File: config.mk
export PLATFORM = sky130hd
export DESIGN_NAME = control_sequencer
export DESIGN_NICKNAME = d
export VERILOG_FILES = /design/src/rtl/control_sequencer.sv
export SDC_FILE = /design/constraint.sdc
export NUM_CORES = 1
export LEC_CHECK = 0
export CAP_MARGIN = 20
export CORE_MARGIN = 2
export CORE_UTILIZATION = 39
export CTS_CLUSTER_DIAMETER = 100
export DETAILED_ROUTE_END_ITERATION = 12
export PLACE_DENSITY_LB_ADDON = 0.05
export RECOVER_POWER = 100
export SYNTH_ARGS = -nofsm -noshare
export SYNTH_HDL_FRONTEND = slang
export SYNTH_SLANG_ARGS = --single-unit
export TNS_END_PERCENT = 5
File: constraint.sdc
create_clock -name Clock -period 4.3 [get_ports Clock]
set_input_delay 1.29 -clock Clock [delete_from_list [all_inputs] [get_ports Clock]]
set_output_delay 1.29 -clock Clock [all_outputs]
set_load 0.05 [all_outputs]
File: src/rtl/control_sequencer.sv
// control_sequencer
//   Hardwired control unit for the single-bus CPU datapath. A one-state-per-
//   clock FSM walks through instruction fetch (T0-T2) and per-opcode execute
//   steps (T3-T7), with PAUSE (Stop at an instruction boundary) and an
//   absorbing HALT state. All strobes are a combinational decode of the
//   state register and the live IR opcode.
//
// Ports
//   Clock            system clock, rising edge active
//   Clear            asynchronous active-low reset
//   opcode[4:0]      IR[31:27] from the datapath
//   Stop             pause request, honoured at the last step of an instruction
//   PCout..Rout      bus-drive strobes (at most one active at a time)
//   MARin..InPortIn  register-load strobes
//   IncPC, Read      PC increment, memory read
//   GRA, GRB, GRC    register-field selects
//   ALUsel[3:0]      ALU function (0 ADD, 1 SUB, 2 AND, 3 OR), 0 when unused
//   Run              high in T0..T7
//   step[3:0]        current state code
module control_sequencer (
    input  logic       Clock,
    input  logic       Clear,
    input  logic [4:0] opcode,
    input  logic       Stop,
    output logic       PCout,
    output logic       ZLowout,
    output logic       ZHighout,
    output logic       MDRout,
    output logic       HIout,
    output logic       LOout,
    output logic       Cout,
    output logic       InPortOut,
    output logic       BAout,
    output logic       Rout,
    output logic       MARin,
    output logic       MDRin,
    output logic       PCin,
    output logic       IRin,
    output logic       Yin,
    output logic       ZLowIn,
    output logic       ZHighIn,
    output logic       HIin,
    output logic       LOin,
    output logic       CONin,
    output logic       Rin,
    output logic       RAMin,
    output logic       OutPortIn,
    output logic       InPortIn,
    output logic       IncPC,
    output logic       Read,
    output logic       GRA,
    output logic       GRB,
    output logic       GRC,
    output logic [3:0] ALUsel,
    output logic       Run,
    output logic [3:0] step
);

    typedef enum logic [3:0] {
        S_RST   = 4'd0,
        S_T0    = 4'd1,
        S_T1    = 4'd2,
        S_T2    = 4'd3,
        S_T3    = 4'd4,
        S_T4    = 4'd5,
        S_T5    = 4'd6,
        S_T6    = 4'd7,
        S_T7    = 4'd8,
        S_PAUSE = 4'd9,
        S_HALT  = 4'd10
    } state_e;

    localparam logic [4:0] OP_LD   = 5'b00000;
    localparam logic [4:0] OP_LDI  = 5'b00001;
    localparam logic [4:0] OP_ST   = 5'b00010;
    localparam logic [4:0] OP_ADD  = 5'b00011;
    localparam logic [4:0] OP_SUB  = 5'b00100;
    localparam logic [4:0] OP_AND  = 5'b00101;
    localparam logic [4:0] OP_OR   = 5'b00110;
    localparam logic [4:0] OP_IN   = 5'b10110;
    localparam logic [4:0] OP_OUT  = 5'b10111;
    localparam logic [4:0] OP_HALT = 5'b11001;

    state_e state_q, state_d;
    logic   last_step;

    always_ff @(posedge Clock or negedge Clear) begin
        if (!Clear) begin
            state_q <= S_RST;
        end else begin
            state_q <= state_d;
        end
    end

    // Final execute step of the current instruction class. Using >= keeps the
    // FSM from running past T7 into PAUSE if the opcode ever misbehaves.
    always_comb begin
        last_step = 1'b0;
        case (opcode)
            OP_LD, OP_ST:                       last_step = (state_q == S_T7);
            OP_LDI, OP_ADD, OP_SUB, OP_AND, OP_OR: last_step = (state_q >= S_T5);
            default:                            last_step = (state_q >= S_T3);
        endcase
    end

    always_comb begin
        state_d = state_q;
        case (state_q)
            S_RST: state_d = S_T0;
            S_T0:  state_d = S_T1;
            S_T1:  state_d = S_T2;
            S_T2:  state_d = S_T3;
            S_T3, S_T4, S_T5, S_T6, S_T7: begin
                if (last_step) begin
                    // halt takes priority over a pending pause request
                    if (opcode == OP_HALT) begin
                        state_d = S_HALT;
                    end else if (Stop) begin
                        state_d = S_PAUSE;
                    end else begin
                        state_d = S_T0;
                    end
                end else begin
                    state_d = state_e'(state_q + 4'd1);
                end
            end
            S_PAUSE: state_d = Stop ? S_PAUSE : S_T0;
            S_HALT:  state_d = S_HALT;
            default: state_d = S_RST;
        endcase
    end

    always_comb begin
        PCout     = 1'b0;
        ZLowout   = 1'b0;
        ZHighout  = 1'b0;
        MDRout    = 1'b0;
        HIout     = 1'b0;
        LOout     = 1'b0;
        Cout      = 1'b0;
        InPortOut = 1'b0;
        BAout     = 1'b0;
        Rout      = 1'b0;
        MARin     = 1'b0;
        MDRin     = 1'b0;
        PCin      = 1'b0;
        IRin      = 1'b0;
        Yin       = 1'b0;
        ZLowIn    = 1'b0;
        ZHighIn   = 1'b0;
        HIin      = 1'b0;
        LOin      = 1'b0;
        CONin     = 1'b0;
        Rin       = 1'b0;
        RAMin     = 1'b0;
        OutPortIn = 1'b0;
        InPortIn  = 1'b0;
        IncPC     = 1'b0;
        Read      = 1'b0;
        GRA       = 1'b0;
        GRB       = 1'b0;
        GRC       = 1'b0;
        ALUsel    = 4'd0;
        Run       = (state_q >= S_T0) && (state_q <= S_T7);
        step      = state_q;

        // Fetch steps ignore opcode: IR is only updated at the end of T2.
        case (state_q)
            S_T0: begin
                PCout  = 1'b1;
                MARin  = 1'b1;
                IncPC  = 1'b1;
                ZLowIn = 1'b1;
            end
            S_T1: begin
                ZLowout = 1'b1;
                PCin    = 1'b1;
                Read    = 1'b1;
                MDRin   = 1'b1;
            end
            S_T2: begin
                MDRout = 1'b1;
                IRin   = 1'b1;
            end
            S_T3: begin
                case (opcode)
                    OP_LD, OP_LDI, OP_ST: begin
                        GRB   = 1'b1;
                        BAout = 1'b1;
                        Yin   = 1'b1;
                    end
                    OP_ADD, OP_SUB, OP_AND, OP_OR: begin
                        GRB  = 1'b1;
                        Rout = 1'b1;
                        Yin  = 1'b1;
                    end
                    OP_IN: begin
                        InPortOut = 1'b1;
                        GRA       = 1'b1;
                        Rin       = 1'b1;
                    end
                    OP_OUT: begin
                        GRA       = 1'b1;
                        Rout      = 1'b1;
                        OutPortIn = 1'b1;
                    end
                    default: ;
                endcase
            end
            S_T4: begin
                case (opcode)
                    // effective address: Y (base) + C (offset), ALU forced to ADD
                    OP_LD, OP_LDI, OP_ST: begin
                        Cout   = 1'b1;
                        ZLowIn = 1'b1;
                    end
                    OP_ADD, OP_SUB, OP_AND, OP_OR: begin
                        GRC    = 1'b1;
                        Rout   = 1'b1;
                        ZLowIn = 1'b1;
                        ALUsel = {1'b0, opcode[2:0]} - 4'd3;
                    end
                    default: ;
                endcase
            end
            S_T5: begin
                case (opcode)
                    OP_LD, OP_ST: begin
                        ZLowout = 1'b1;
                        MARin   = 1'b1;
                    end
                    OP_LDI, OP_ADD, OP_SUB, OP_AND, OP_OR: begin
                        ZLowout = 1'b1;
                        GRA     = 1'b1;
                        Rin     = 1'b1;
                    end
                    default: ;
                endcase
            end
            S_T6: begin
                case (opcode)
                    OP_LD: begin
                        Read  = 1'b1;
                        MDRin = 1'b1;
                    end
                    OP_ST: begin
                        GRA   = 1'b1;
                        Rout  = 1'b1;
                        MDRin = 1'b1;
                    end
                    default: ;
                endcase
            end
            S_T7: begin
                case (opcode)
                    OP_LD: begin
                        MDRout = 1'b1;
                        GRA    = 1'b1;
                        Rin    = 1'b1;
                    end
                    OP_ST: begin
                        MDRout = 1'b1;
                        RAMin  = 1'b1;
                    end
                    default: ;
                endcase
            end
            default: ;
        endcase
    end

    // Single-bus datapath: two drivers on the bus at once would be a short.
    assert property (@(posedge Clock) disable iff (!Clear)
        $onehot0({PCout, ZLowout, ZHighout, MDRout, HIout, LOout, Cout,
                  InPortOut, BAout, Rout}));

endmodule

==> reports/metrics.yaml, run 1 <==
hold_depth: 1
die-area_um2: 2600
synth_edf_count: 0
cp_top_family: "simple AND/OR/NAND/NOR gates"
first_pass_iters: 4
period_share: 0.988
grt_pass1_wl_mm: 4.33
dp_slack_ns: -0.390
coreArea_um2: 2020
worstPathCellList: "clkdlybuf4s15_2 > inv_1 > ha_1 > or3_4 > o21a_4 > o21ai_2 > or2_4 > inv_1 > and2_1 > buf_6"
r2r_start: "step[0]"
fin_skew_ns: 0.00173
drtIter0Drc: 23
start_kind: "input port"
p_leak_nw: 0.687
fmax_mhz: 235
die_height_um: 50.9
cts_root_buf: "clkbuf_4"
gp_congestion: 0.893
yosysTopAreaCell: "ha_1"
synthTopCellsByArea: "ha_1 13%, dfrtp_1 12%, buf_4 8.7%"
cts_hold_buf: 0
vias: 1004
start_util: 0.425
maxCapViolCount: 0
postRouteAntennaNets: 0
period_minus_slack_ns: 4.25
htree_num_levels: 1
grt_antenna_before_repair: 0
yosysWarnings: 0
layoutNonFillerInstCount: 198
dpl.cell_count: 195
final_hold_viol_count: 0
crit_arrival_ns: 2.96
ios: 46
ys_seq_area_frac: 0.116
vias_per_cell: 5.07
r2r-end: "step[0]"
critPathSlowestCell: "or3_4"
syn_inst: 118
worstSkewPairLatency_ns: 0.24
clock-sinks: 4
synth-seq-cells: 4
fin_ws_ns: 0.0503
crit_path_end_kind: "output port"
cts_tree: "built"
grt_pass1_vias: 1016
synthesis.area_um2: 860
p_per_area_nw_per_um2: 584
vdd_drop_max_mv: 0.407
worst-path-buf-inv: 4
crit_required_ns: 3.01
status: "completed"
hold_path_class: "reg -> reg"
reg2reg_slack_ns: 1.85
num_rows: 16
p_total_w: 0.000830
drcViolationCount: 0
crit_top_cell: "inv_1"
final_nets: 190
ys.flop_type: "dfrtp_1"
drive_above_1_share: 0.363
ff2ff_path_depth: 7
postSynthAreaPerCell_um2: 7.28
largest_register_ff_count: 4
die-width_um: 50.9
critPathMaxStageDelay_ns: 0.42
n_antenna_cell: 0
yosysUniqueCellTypes: 40
overflow: 0
area_growth_pct: 65.5
hpwl_mm: 2.13
min_from: "step[2]"
cts_made_buffers: 3
yosysTopAreaCellShare: 0.131
grtUsageTotal: 0.215
critPathKind: "in -> out"
grt_max_degree: 14
async_flop_share: 1.00
critPathMaxFanout: 4
io_buffers: 37
wl_per_cell_um: 13.3
drv_slew: 0
max-slew-margin-rel: 0.453
tightest_slew_ns: 0.815
wirelength_mm: 2.63
cts_buffer_depth: 2
holdPathEnd: "step[0]"
final-setup-viol-count: 0
clk_pin_slew_worst_paths_ns: 0.04
[layout by cell type (no fill, tap or decap), types with 2 or more instances in the layout]
cell / instances
nand3_1: 2
nand2_1: 12
or3_1: 2
xnor2_1: 2
buf_12: 8
nor2_1: 11
nor2_2: 2
a211oi_2: 2
ha_1: 9
buf_4: 31
dlygate4sd3_1: 4
and2_2: 2
clkdlybuf4s50_1: 10
o21ai_0: 9
clkbuf_4: 3
and3_1: 3
a21oi_1: 5
inv_1: 9
or3_4: 2
and2_1: 3
dfrtp_1: 4
conb_1: 8
[synthesized netlist by cell type, types with 2 or more instances]
master / count
or2_2: 2
nand3_1: 2
nor4b_1: 2
nand2_1: 12
or3_1: 3
a21oi_1: 5
and2_2: 2
dfrtp_1: 4
and3_1: 3
ha_1: 9
nor2_1: 13
and2_1: 3
inv_1: 9
o21ai_0: 11
buf_4: 10
xnor2_1: 2
buf_2: 3
[cell type report]
| type | instances | area (µm²) |
|---|---|---|
| Tap cell | 27 | 33.8 |
| Sequential cell | 4 | 100 |
| Clock buffer | 3 | 22.5 |
| Multi-Input combinational cell | 99 | 672 |
| Fill cell | 166 | 599 |
| Inverter | 9 | 33.8 |
| Timing Repair Buffer | 56 | 561 |
[how the worst max path moves through the flow]
| stage | startpoint | slack [ns] | end | cells past startpoint |
|---|---|---|---|---|
| 5_1_grt | opcode[2] | -0.02 | ALUsel[3] | 8 |
| 3_5_place_dp | opcode[0] | -0.39 | ALUsel[1] | 10 |
| 3_3_place_gp | opcode[0] | -0.32 | ALUsel[1] | 10 |
| 6_report | opcode[1] | 0.05 | ALUsel[1] | 10 |
| 2_1_floorplan | opcode[0] | -0.05 | ALUsel[1] | 8 |
| 4_1_cts | opcode[0] | 0.006 | ALUsel[1] | 10 |
[what timing repair did]
item / in CTS / in global routing
gates resized for setup: 9 / 7
buffers inserted: 0 / 0
pin swaps: 1 / 1
endpoints found under the setup margin: 13 / 5
[logic make-up (layout without fill, tap and decap cells)]
logic type	count (synthesis)	count (layout)	synth area share
AO/OA/AOI/OAI	28	28	0.240
XOR/XNOR	2	2	0.0204
adder cells (fa/ha/maj)	9	9	0.131
buffers and inverters	22	68	0.144
flip-flops	4	4	0.116
multiplexers	1	1	0.0175
other	1	8	0.00436
AND/OR/NAND/NOR	51	51	0.326
[where the power goes]
group | switching (W) | internal [W] | total [W]
Combinational | 0.000432 | 0.000259 | 0.000691
Clock | 0.0000166 | 0.0000313 | 0.0000479
Sequential | 0.0000361 | 0.0000551 | 0.0000912
[layer usage]
metal / global-route usage / wire [µm] / part of all wire
met5: 0 / 0 / 0
met4: 0.0586 / 8 / 0.0030
met3: 0.0351 / 151 / 0.057
met2: 0.405 / 1460 / 0.56
met1: 0.246 / 1010 / 0.38
[metrics by stage]
stage / TNS (ns) / util / hold slack, ns / area (µm²)
after floorplan: -0.105 / - / 0.956 / 891
after global placement: -2.88 / 0.690 / 0.748 / 1400
after detailed placement: -3.43 / 0.690 / 0.744 / 1400
after CTS: 0 / 0.705 / 0.749 / 1430
after global routing: -0.0390 / 0.704 / 0.810 / 1420
final: 0 / 0.704 / 0.755 / 1420
Note: power is estimated with default switching activity, not from simulation.
==> run 2, diff against run 1 <==
--- a/config.mk
+++ b/config.mk
@@ -9,6 +9,7 @@
 export CORE_MARGIN = 2
 export CORE_UTILIZATION = 39
 export CTS_CLUSTER_DIAMETER = 100
+export CTS_CLUSTER_SIZE = 16
 export DETAILED_ROUTE_END_ITERATION = 12
 export PLACE_DENSITY_LB_ADDON = 0.05
 export RECOVER_POWER = 100
==> constraint.sdc (replaced) <==
create_clock -name Clock -period 4.3 [get_ports Clock]
set_input_delay 0.645 -clock Clock [delete_from_list [all_inputs] [get_ports Clock]]
set_output_delay 0.645 -clock Clock [all_outputs]
set_load 0.05 [all_outputs]
==> reports/metrics.yaml, run 2 (same netlist as run 1, synthesis figures left out) <==
grt_pass1_wl_mm: 3.88  # -10%
grtUsageTotal: 0.191  # -0.0233
gp_congestion: 0.776  # -13%
start_util: 0.425  # unchanged
final.setup.tns_ns: 0  # unchanged
drive_above_1_share: 0.0921  # -0.270
num_rows: 16  # unchanged
crit_path_end_kind: "output port"
p_int_w: 0.000284  # -18%
area_growth_pct: 40.2
wirelength_mm: 2.20  # -16%
hold_path_class: "in -> async"
ios: 46  # unchanged
final_hold_viol_count: 0  # unchanged
critPathKind: "in -> out"
wl_met3_um: 153  # +1.3%
power_frac_clock: 0.060  # +0.002
grt_antenna_before_repair: 0  # unchanged
routed.top_layer: "met4"
layout.cells.most_common_list: "31 x dlygate4sd3_1, 13 x nor2_1, 12 x nand2_1"
cts_hold_buf: 0  # unchanged
swShare: 0.621  # +0.0375
coreArea_um2: 2020  # unchanged
cts_buffer_depth: 2  # unchanged
vdd_drop_max_mv: 0.604  # +49%
ff2ff_path_depth: 7  # unchanged
die_height_um: 50.9  # unchanged
r2r_start: "step[0]"
clk_pin_slew_worst_paths_ns: 0.04  # about the same
maxCapViolCount: 0  # unchanged
die-width_um: 50.9  # unchanged
crit_arrival_ns: 3.43  # +0.47 ns
io_buffers: 37  # unchanged
hpwl_mm: 1.75  # -18%
r2r-end: "step[0]"
drcViolationCount: 0  # unchanged
start_kind: "input port"
critPathMaxFanout: 6  # +2
cts_made_buffers: 3  # unchanged
vias_per_cell: 5.11  # +0.81%
power_frac_seq: 0.124  # +0.014
tightest_slew_ns: 0.761  # -0.0539 ns
reg2reg_slack_ns: 1.91  # +0.06 ns
startpoint: "opcode[0]"
fmax_mhz: 246  # +4.4%
wl_per_cell_um: 12.3  # -7.4%
met1_length_mm: 1.08  # +6.9%
cts_root_buf: "clkbuf_4"
nFillCells: 202  # +22%
worstSkewPairLatency_ns: 0.23  # about the same
fin_skew_ns: 0.00398  # +0.00225 ns
n_antenna_cell: 0  # unchanged
period_share: 0.947  # -0.0413
postRouteAntennaNets: 0  # unchanged
p_per_area_nw_per_um2: 622  # +6.7%
wl_met2_um: 953  # -35%
postCtsSetupBuffers: 0  # unchanged
htree_num_levels: 1  # unchanged
grt_max_degree: 14  # unchanged
drv_slew: 0  # unchanged
vias: 915  # -8.9%
layout_commonest_cell: "dlygate4sd3_1"
period_minus_slack_ns: 4.07  # -0.178 ns
seq_area_um2: 100  # unchanged
drtIter0Drc: 24  # +4.3%
status: "completed"
clock-sinks: 4  # unchanged
rsz0062_at_grt: "no"
cts_tree: "built"
largest_register_ff_count: 4  # unchanged
cts_resized: 0  # -9
grt_pass1_vias: 852  # -16%
power_switching_w: 0.000466  # -3.9%
overflow: 0  # unchanged
comb_power_share: 0.816  # -0.016
die-area_um2: 2600  # unchanged
multi_input_area_um2: 644  # -4.1%
first_pass_iters: 4  # unchanged
crit_required_ns: 3.65  # +0.64 ns
max-slew-margin-rel: 0.489  # +0.0362
p_total_w: 0.000750  # -9.7%
final_nets: 171  # -10%
final-setup-viol-count: 0  # unchanged
p_leak_nw: 0.601  # -12%
## run 2: power by group through the flow
stage               logic [W]  clock network (W)  registers, W
detailed placement   0.000648                  0     0.0000940
floorplan            0.000435                  0      0.000133
finish               0.000612          0.0000451     0.0000931
global route         0.000653          0.0000504     0.0000991
CTS                  0.000649          0.0000469     0.0000934
global placement     0.000645                  0     0.0000928
## run 2: worst max path at each step
stage / endpoint / slack, ns / depth (start not counted)
global route: ALUsel[1] / 0.1 / 10
finish: ALUsel[1] / 0.23 / 10
global placement: ALUsel[1] / 0.38 / 10
CTS: ALUsel[1] / 0.34 / 10
floorplan: ALUsel[3] / 0.87 / 7
detailed placement: ALUsel[1] / 0.35 / 10
## run 2: layout make-up
class                           instances  area share
Clock buffer                            3      0.0187
Inverter                                9      0.0280
Multi-Input combinational cell         99       0.535
Timing Repair Buffer                   37       0.307
Tap cell                               27      0.0280
Sequential cell                         4      0.0831
## run 2: per-stage QoR
step | utilization | hold slack (ns) | std cells | setup WS (ns) | cell area (µm²)
detailed placement | 0.593 | 0.755 | 176 | 0.349 | 1200
global placement | 0.593 | 0.745 | 176 | 0.382 | 1200
global route | 0.596 | 0.683 | 179 | 0.0959 | 1200
CTS | 0.605 | 0.607 | 179 | 0.336 | 1220
finish | 0.596 | 0.678 | 179 | 0.228 | 1200
floorplan | - | 0.349 | 125 | 0.865 | 886
## run 2: metal layers
layer | track usage | up-vias
met1 | 0.269 | 412
met5 | 0 | -
met2 | 0.297 | 40
met3 | 0.0351 | 4
li1 | - | 459
met4 | 0.0541 | 0
## run 2: critical path, stage by stage
cell and delay [ns]:
dlygate4sd3_1 0.63, inv_1 0.09, ha_1 0.26, or3_4 0.41
o21a_4 0.22, o21ai_0 0.08, or2_2 0.16, inv_1 0.04
and2_1 0.14, dlygate4sd3_1 0.76
